===== src/rtl/dcp_haze_removal.sv =====
// dcp_haze_removal: streaming dark-channel-prior dehazer (1x1 patch), ALE pass then TE/recovery pass per frame
module dcp_haze_removal #(
  parameter int IMG_PIXELS = 262144,
  parameter int OMEGA      = 243,
  parameter int T0         = 26
) (
  input  logic        ACLK,
  input  logic        ARESETn,
  input  logic        enable,
  input  logic [31:0] S_AXIS_TDATA,
  input  logic        S_AXIS_TVALID,
  input  logic        S_AXIS_TLAST,
  output logic        S_AXIS_TREADY,
  output logic [31:0] M_AXIS_TDATA,
  output logic        M_AXIS_TVALID,
  output logic        M_AXIS_TLAST,
  input  logic        M_AXIS_TREADY
);
  localparam int CW = $clog2(IMG_PIXELS + 1);
  typedef enum logic {PASS1, PASS2} pass_e;
  pass_e           pass_q, pass_d;
  logic [CW-1:0]   cnt_q, cnt_d;
  logic [7:0]      ad_q, ad_d;
  logic [23:0]     a_q, a_d;
  logic            v1_q, l1_q, e1_q, v2_q, l2_q, e2_q;
  logic [23:0]     p1_q, a1_q, p2_q, a2_q;
  logic [7:0]      d1_q, ad1_q;
  logic [8:0]      t2_q, t2_d;
  logic [31:0]     m_data_q, m_data_d;
  logic            m_valid_q, m_last_q;
  logic [7:0]      r_in, g_in, b_in, rg_in, d_in;
  logic            acc, last_beat;
  logic [15:0]     num2, quo2;
  logic signed [17:0] traw2;
  logic            unused;

  assign unused        = ^{S_AXIS_TLAST, S_AXIS_TDATA[31:24]};
  assign S_AXIS_TREADY = M_AXIS_TREADY & ARESETn;
  assign acc           = S_AXIS_TVALID & S_AXIS_TREADY;
  assign r_in          = S_AXIS_TDATA[23:16];
  assign g_in          = S_AXIS_TDATA[15:8];
  assign b_in          = S_AXIS_TDATA[7:0];
  assign rg_in         = r_in < g_in ? r_in : g_in;
  assign d_in          = rg_in < b_in ? rg_in : b_in;
  assign last_beat     = cnt_q == CW'(IMG_PIXELS - 1);
  assign M_AXIS_TDATA  = m_data_q;
  assign M_AXIS_TVALID = m_valid_q;
  assign M_AXIS_TLAST  = m_last_q;

  // J = A + trunc((I - A) * 256 / t), saturated to 0..255
  function automatic logic [7:0] recover(input logic [7:0] i, input logic [7:0] a, input logic [8:0] t);
    logic signed [17:0] num, q, j;
    num = ($signed({10'd0, i}) - $signed({10'd0, a})) * 18'sd256;
    q   = num / $signed({9'd0, t});
    j   = $signed({10'd0, a}) + q;
    return j < 0 ? 8'd0 : j > 255 ? 8'd255 : j[7:0];
  endfunction

  // pass sequencing and atmospheric-light tracking; only beats with enable high count
  always_comb begin
    pass_d = pass_q;
    cnt_d  = cnt_q;
    ad_d   = ad_q;
    a_d    = a_q;
    if (acc && enable) begin
      cnt_d  = last_beat ? '0 : cnt_q + 1'b1;
      pass_d = last_beat ? (pass_q == PASS1 ? PASS2 : PASS1) : pass_q;
      if (pass_q == PASS1 && d_in > ad_q) begin
        ad_d = d_in;
        a_d  = S_AXIS_TDATA[23:0];
      end
      if (pass_q == PASS2 && last_beat) begin
        ad_d = '0;
        a_d  = '0;
      end
    end
  end

  // stage 2: transmission from the dark channel and the Ad snapshot carried with the pixel
  always_comb begin
    num2  = 16'(OMEGA) * {8'd0, d1_q};
    quo2  = num2 / {8'd0, (ad1_q == 8'd0 ? 8'd1 : ad1_q)};
    traw2 = 18'sd256 - $signed({2'b00, quo2});
    t2_d  = ad1_q == 8'd0 ? 9'd256 : (traw2 < T0 ? 9'(T0) : traw2[8:0]);
  end

  // stage 3: per-channel recovery, or passthrough for beats taken with enable low
  always_comb begin
    m_data_d = e2_q ? {8'h00, recover(p2_q[23:16], a2_q[23:16], t2_q),
                              recover(p2_q[15:8],  a2_q[15:8],  t2_q),
                              recover(p2_q[7:0],   a2_q[7:0],   t2_q)}
                    : {8'h00, p2_q};
  end

  // estimates and all three stages advance together only while downstream is ready
  always_ff @(posedge ACLK) begin
    if (!ARESETn) begin
      pass_q    <= PASS1;
      cnt_q     <= '0;
      ad_q      <= '0;
      a_q       <= '0;
      v1_q      <= 1'b0;
      l1_q      <= 1'b0;
      e1_q      <= 1'b0;
      p1_q      <= '0;
      a1_q      <= '0;
      d1_q      <= '0;
      ad1_q     <= '0;
      v2_q      <= 1'b0;
      l2_q      <= 1'b0;
      e2_q      <= 1'b0;
      p2_q      <= '0;
      a2_q      <= '0;
      t2_q      <= '0;
      m_data_q  <= '0;
      m_valid_q <= 1'b0;
      m_last_q  <= 1'b0;
    end else if (M_AXIS_TREADY) begin
      pass_q    <= pass_d;
      cnt_q     <= cnt_d;
      ad_q      <= ad_d;
      a_q       <= a_d;
      v1_q      <= acc & (~enable | (pass_q == PASS2));
      l1_q      <= enable & (pass_q == PASS2) & last_beat;
      e1_q      <= enable;
      p1_q      <= S_AXIS_TDATA[23:0];
      a1_q      <= a_q;
      d1_q      <= d_in;
      ad1_q     <= ad_q;
      v2_q      <= v1_q;
      l2_q      <= l1_q;
      e2_q      <= e1_q;
      p2_q      <= p1_q;
      a2_q      <= a1_q;
      t2_q      <= t2_d;
      m_data_q  <= m_data_d;
      m_valid_q <= v2_q;
      m_last_q  <= v2_q & l2_q;
    end
  end
endmodule


===== config.mk =====
export PLATFORM = sky130hd
export DESIGN_NAME = dcp_haze_removal
export DESIGN_NICKNAME = d
export VERILOG_FILES = /design/src/rtl/dcp_haze_removal.sv
export SDC_FILE = /design/constraint.sdc
export NUM_CORES = 2
export LEC_CHECK = 0
export CAP_MARGIN = 20
export CORE_AREA = 4 4 341 343
export DETAILED_ROUTE_END_ITERATION = 10
export DIE_AREA = 0 0 345 347
export GPL_TIMING_DRIVEN = 0
export PLACE_DENSITY_LB_ADDON = 0.15
export REMOVE_ABC_BUFFERS = 1
export SLEW_MARGIN = 0
export SYNTH_ARGS = -nofsm -noshare
export SYNTH_HDL_FRONTEND = slang
export SYNTH_SLANG_ARGS = --single-unit

===== constraint.sdc =====
create_clock -name ACLK -period 85.5 [get_ports ACLK]
set_input_delay 12.825 -clock ACLK [delete_from_list [all_inputs] [get_ports ACLK]]
set_output_delay 12.825 -clock ACLK [all_outputs]
set_load 0.02 [all_outputs]

==> summary.txt <==
Clock tree
  – Worst skew pair latency: between 500 and 600 ps
  – Setup Buffers After CTS: 0
  – Post-cts resize count: 0
  – Max Root-Sink Buffers: 3
  – Clock slew at the register clock pins of the worst setup and hold paths: roughly 60 ps
  – Num Clock Sinks: just over 200
  – Clk root buf: clkbuf_16
  – CTS tree: done
  – CTS Buf Count: 24
  – H-tree levels: 1
  – Hold_buf cts: 0

Global route
  – First-pass GRT wire length: between 200000 and 250000 um
  – Vias in the first global route: about 40k
  – Largest net degree at the start of global routing: 120
  – Global router's overall resource usage: 0.213
  – GRT overflow: 0
  – Initial antenna violation count: 8

Drt
  – Detail Route Antenna Nets: 0
  – Wire per inst: 18.8 um
  – WL final: 135000 um
  – Initial drt markers: 2625
  – Via count: approximately 42k
  – Vias per inst: roughly 6
  – Pre-Repair DR Iteration Count: 6
  – Drt drc: 0

Yosys
  – Register bit total from synthesis: about 210
  – Top-count cell post-synth: ha_1
  – Syn Inst Count: between 5k and 6k
  – Yosys warnings: 0
  – Top post-synthesis cells by area: ha_1 17%, dfxtp_1 9.6%, mux2i_1 4.4%
  – Most instantiated cells after synthesis: 585 x ha_1, 455 x nor2_1, 428 x nand2_1, 345 x a21oi_1, 325 x o21ai_0
  – Post-Syn Area: 0.0427 mm^2
  – Share of the synthesized area in the top cell type: 0.172
  – Dominant cell type by area after synthesis: ha_1
  – Unique cell type count in the Yosys netlist: 134
  – Sequential fraction of the synthesis area: 0.0962
  – Number of flops mapped to enable cells by yosys: 0
  – Top FF cell, synth: dfxtp_1
  – Syn Area/Cell: ~7.4 um^2
  – Fraction of registers with async set/reset: 0

Finish
  – Multi-input gate area: roughly 0.037 mm^2
  – Flip-flop and latch area: about 0.0041 mm^2
  – Fillcell total: about 12k
  – Layout cells sized above 1: 0.0608
  – Area growth from synthesis to layout: 6.78%
  – Nets@finish: 6329

Setup path
  – CP Max Fanout: 18
  – Kind of critical path: register to register
  – Slowest cell on the critical path: nor2_1
  – Critical Path Max Stage Delay: 840 ps
  – Most frequent CP cell: o21a_1
  – CP startpoint kind: register
  – Arrival time worst endpoint: slightly above 50000 ps
  – Req. time, crit path: roughly 86000 ps
  – Crit end category: register

Floorplan
  – Starting Density: 0.376
  – Die height: between 300 and 400 um
  – I/O pin total: 73
  – Die width: roughly 350 um
  – FP Rows: 124
  – Placeable Area: 0.114 mm^2
  – Die area: approximately 0.12 mm^2

STA
  – Minimum clock period: around 51000 ps
  – Worst Tran Pin Value: around 1200 ps
  – Worst Skew: 17.0 ps
  – Final Setup Violations: 0
  – Post-Route Setup TNS: 0 ps
  – Achievable frequency: about 20 MHz
  – Final WS setup: between 30000 and 40000 ps
  – Fin. max-slew vios: 0
  – RSZ-0062 raised after global routing: false
  – Final hold violations: 0
  – Period Utilization, post-route: 0.596
  – Worst hold margin: between 400 and 500 ps
  – Slew headroom: 0.213

Outcome
  – Run status: finished, final reports clean

Hold path
  – Hold WC Path Type: register to register

Place
  – RD Place Congestion: roughly 0.87
  – Final HPWL DP: between 100000 and 150000 um
  – Port Buffer Count: between 50 and 60
  – Dpl ws: 35340 ps

Job
  – Maxcap violations: 0
-- placed cells by master (no fill, tap or decap), drive strengths merged, types with 30 or more instances in the layout --
cell,netlist,routed
and2,58,58
nand2b,101,101
a21o,202,202
a21boi,42,42
a22oi,42,42
a21oi,348,348
nand3,132,132
xnor2,186,186
o21a,222,222
buf,46,30
o21ai,348,348
inv,277,278
nor2b,208,208
nor2,460,460
ha,585,585
mux2,86,86
and3,58,58
mux2i,190,190
a211oi,70,70
nor4,52,52
or2,53,53
clkdlybuf4s50,0,53
nand4,62,62
nor3,253,253
dfxtp,205,205
a31oi,61,61
clkbuf,139,32
o31ai,113,113
or3,65,65
o211ai,61,61
nand2,431,431
xor2,116,116
-- worst max-delay path: cells and delay by family, from the launching register on --
kind	cells	cell delay, ps
AOI/OAI and AO/OA	119	28040
xor gates and xnor gates	1	510
adders and majority gates	20	6540
buffers and inverters	7	1080
DFF	1	450
muxes	6	2060
and+or+nand+nor	50	12070
-- sequential cells by signal, summed over array words and instances, names as in the netlist, 9 cells and up --
register / flops
M_AXIS_TDATA: 24
a1_q: 24
a2_q: 24
a_q: 24
cnt_q: 19
p1_q: 24
p2_q: 24
t2_q: 9
-- kinds of logic after synthesis --
family          share of synthesized area
fa+ha+maj                           0.184
simple gates                        0.249
compound gates                      0.297
mux                                0.0675
xor+xnor                           0.0625
other cells                     0.0000879
buf+inv                            0.0429
flops                              0.0962
-- layer usage --
metal	vias up	wire length (um)	track usage
met1	19700	64100	0.292
li1	21400	-	-
met5	-	28	0
met4	4	3030	0.0460
met2	926	61200	0.359
met3	156	7120	0.0249
-- final timing paths --
check	startpoint	to	cells past startpoint	slack, ps
worst max register to register	a2_q[1]	M_AXIS_TDATA[6]	203	34530
worst min-delay path	cnt_q[18]	cnt_q[18]	2	450
worst max-delay path	a2_q[1]	M_AXIS_TDATA[6]	203	34530
worst min register to register	cnt_q[18]	cnt_q[18]	2	450
-- final cells by class --
cell class              instances  area share
multi-input cells            5087       0.808
flip-flops and latches        205      0.0902
clock buffers                  32      0.0143
inverters                     278      0.0232
well taps                    1512      0.0415
repair buffers                 83      0.0208
diodes                          3    0.000165
clock inverters                10     0.00157
-- stage by stage --
| stage | std cells | area [um^2] | util |
|---|---|---|---|
| 2_1_floorplan | 5570 | 41900 | - |
| 3_3_place_gp | 7137 | 44400 | 0.391 |
| 3_5_place_dp | 7161 | 44800 | 0.395 |
| 4_1_cts | 7203 | 45500 | 0.401 |
| 5_1_grt | 7207 | 45600 | 0.401 |
| 6_report | 7210 | 45600 | 0.401 |
Power is left out: the tool's default activity adds up to more than one toggle a clock period on the data nets, which glitch-free logic cannot reach.
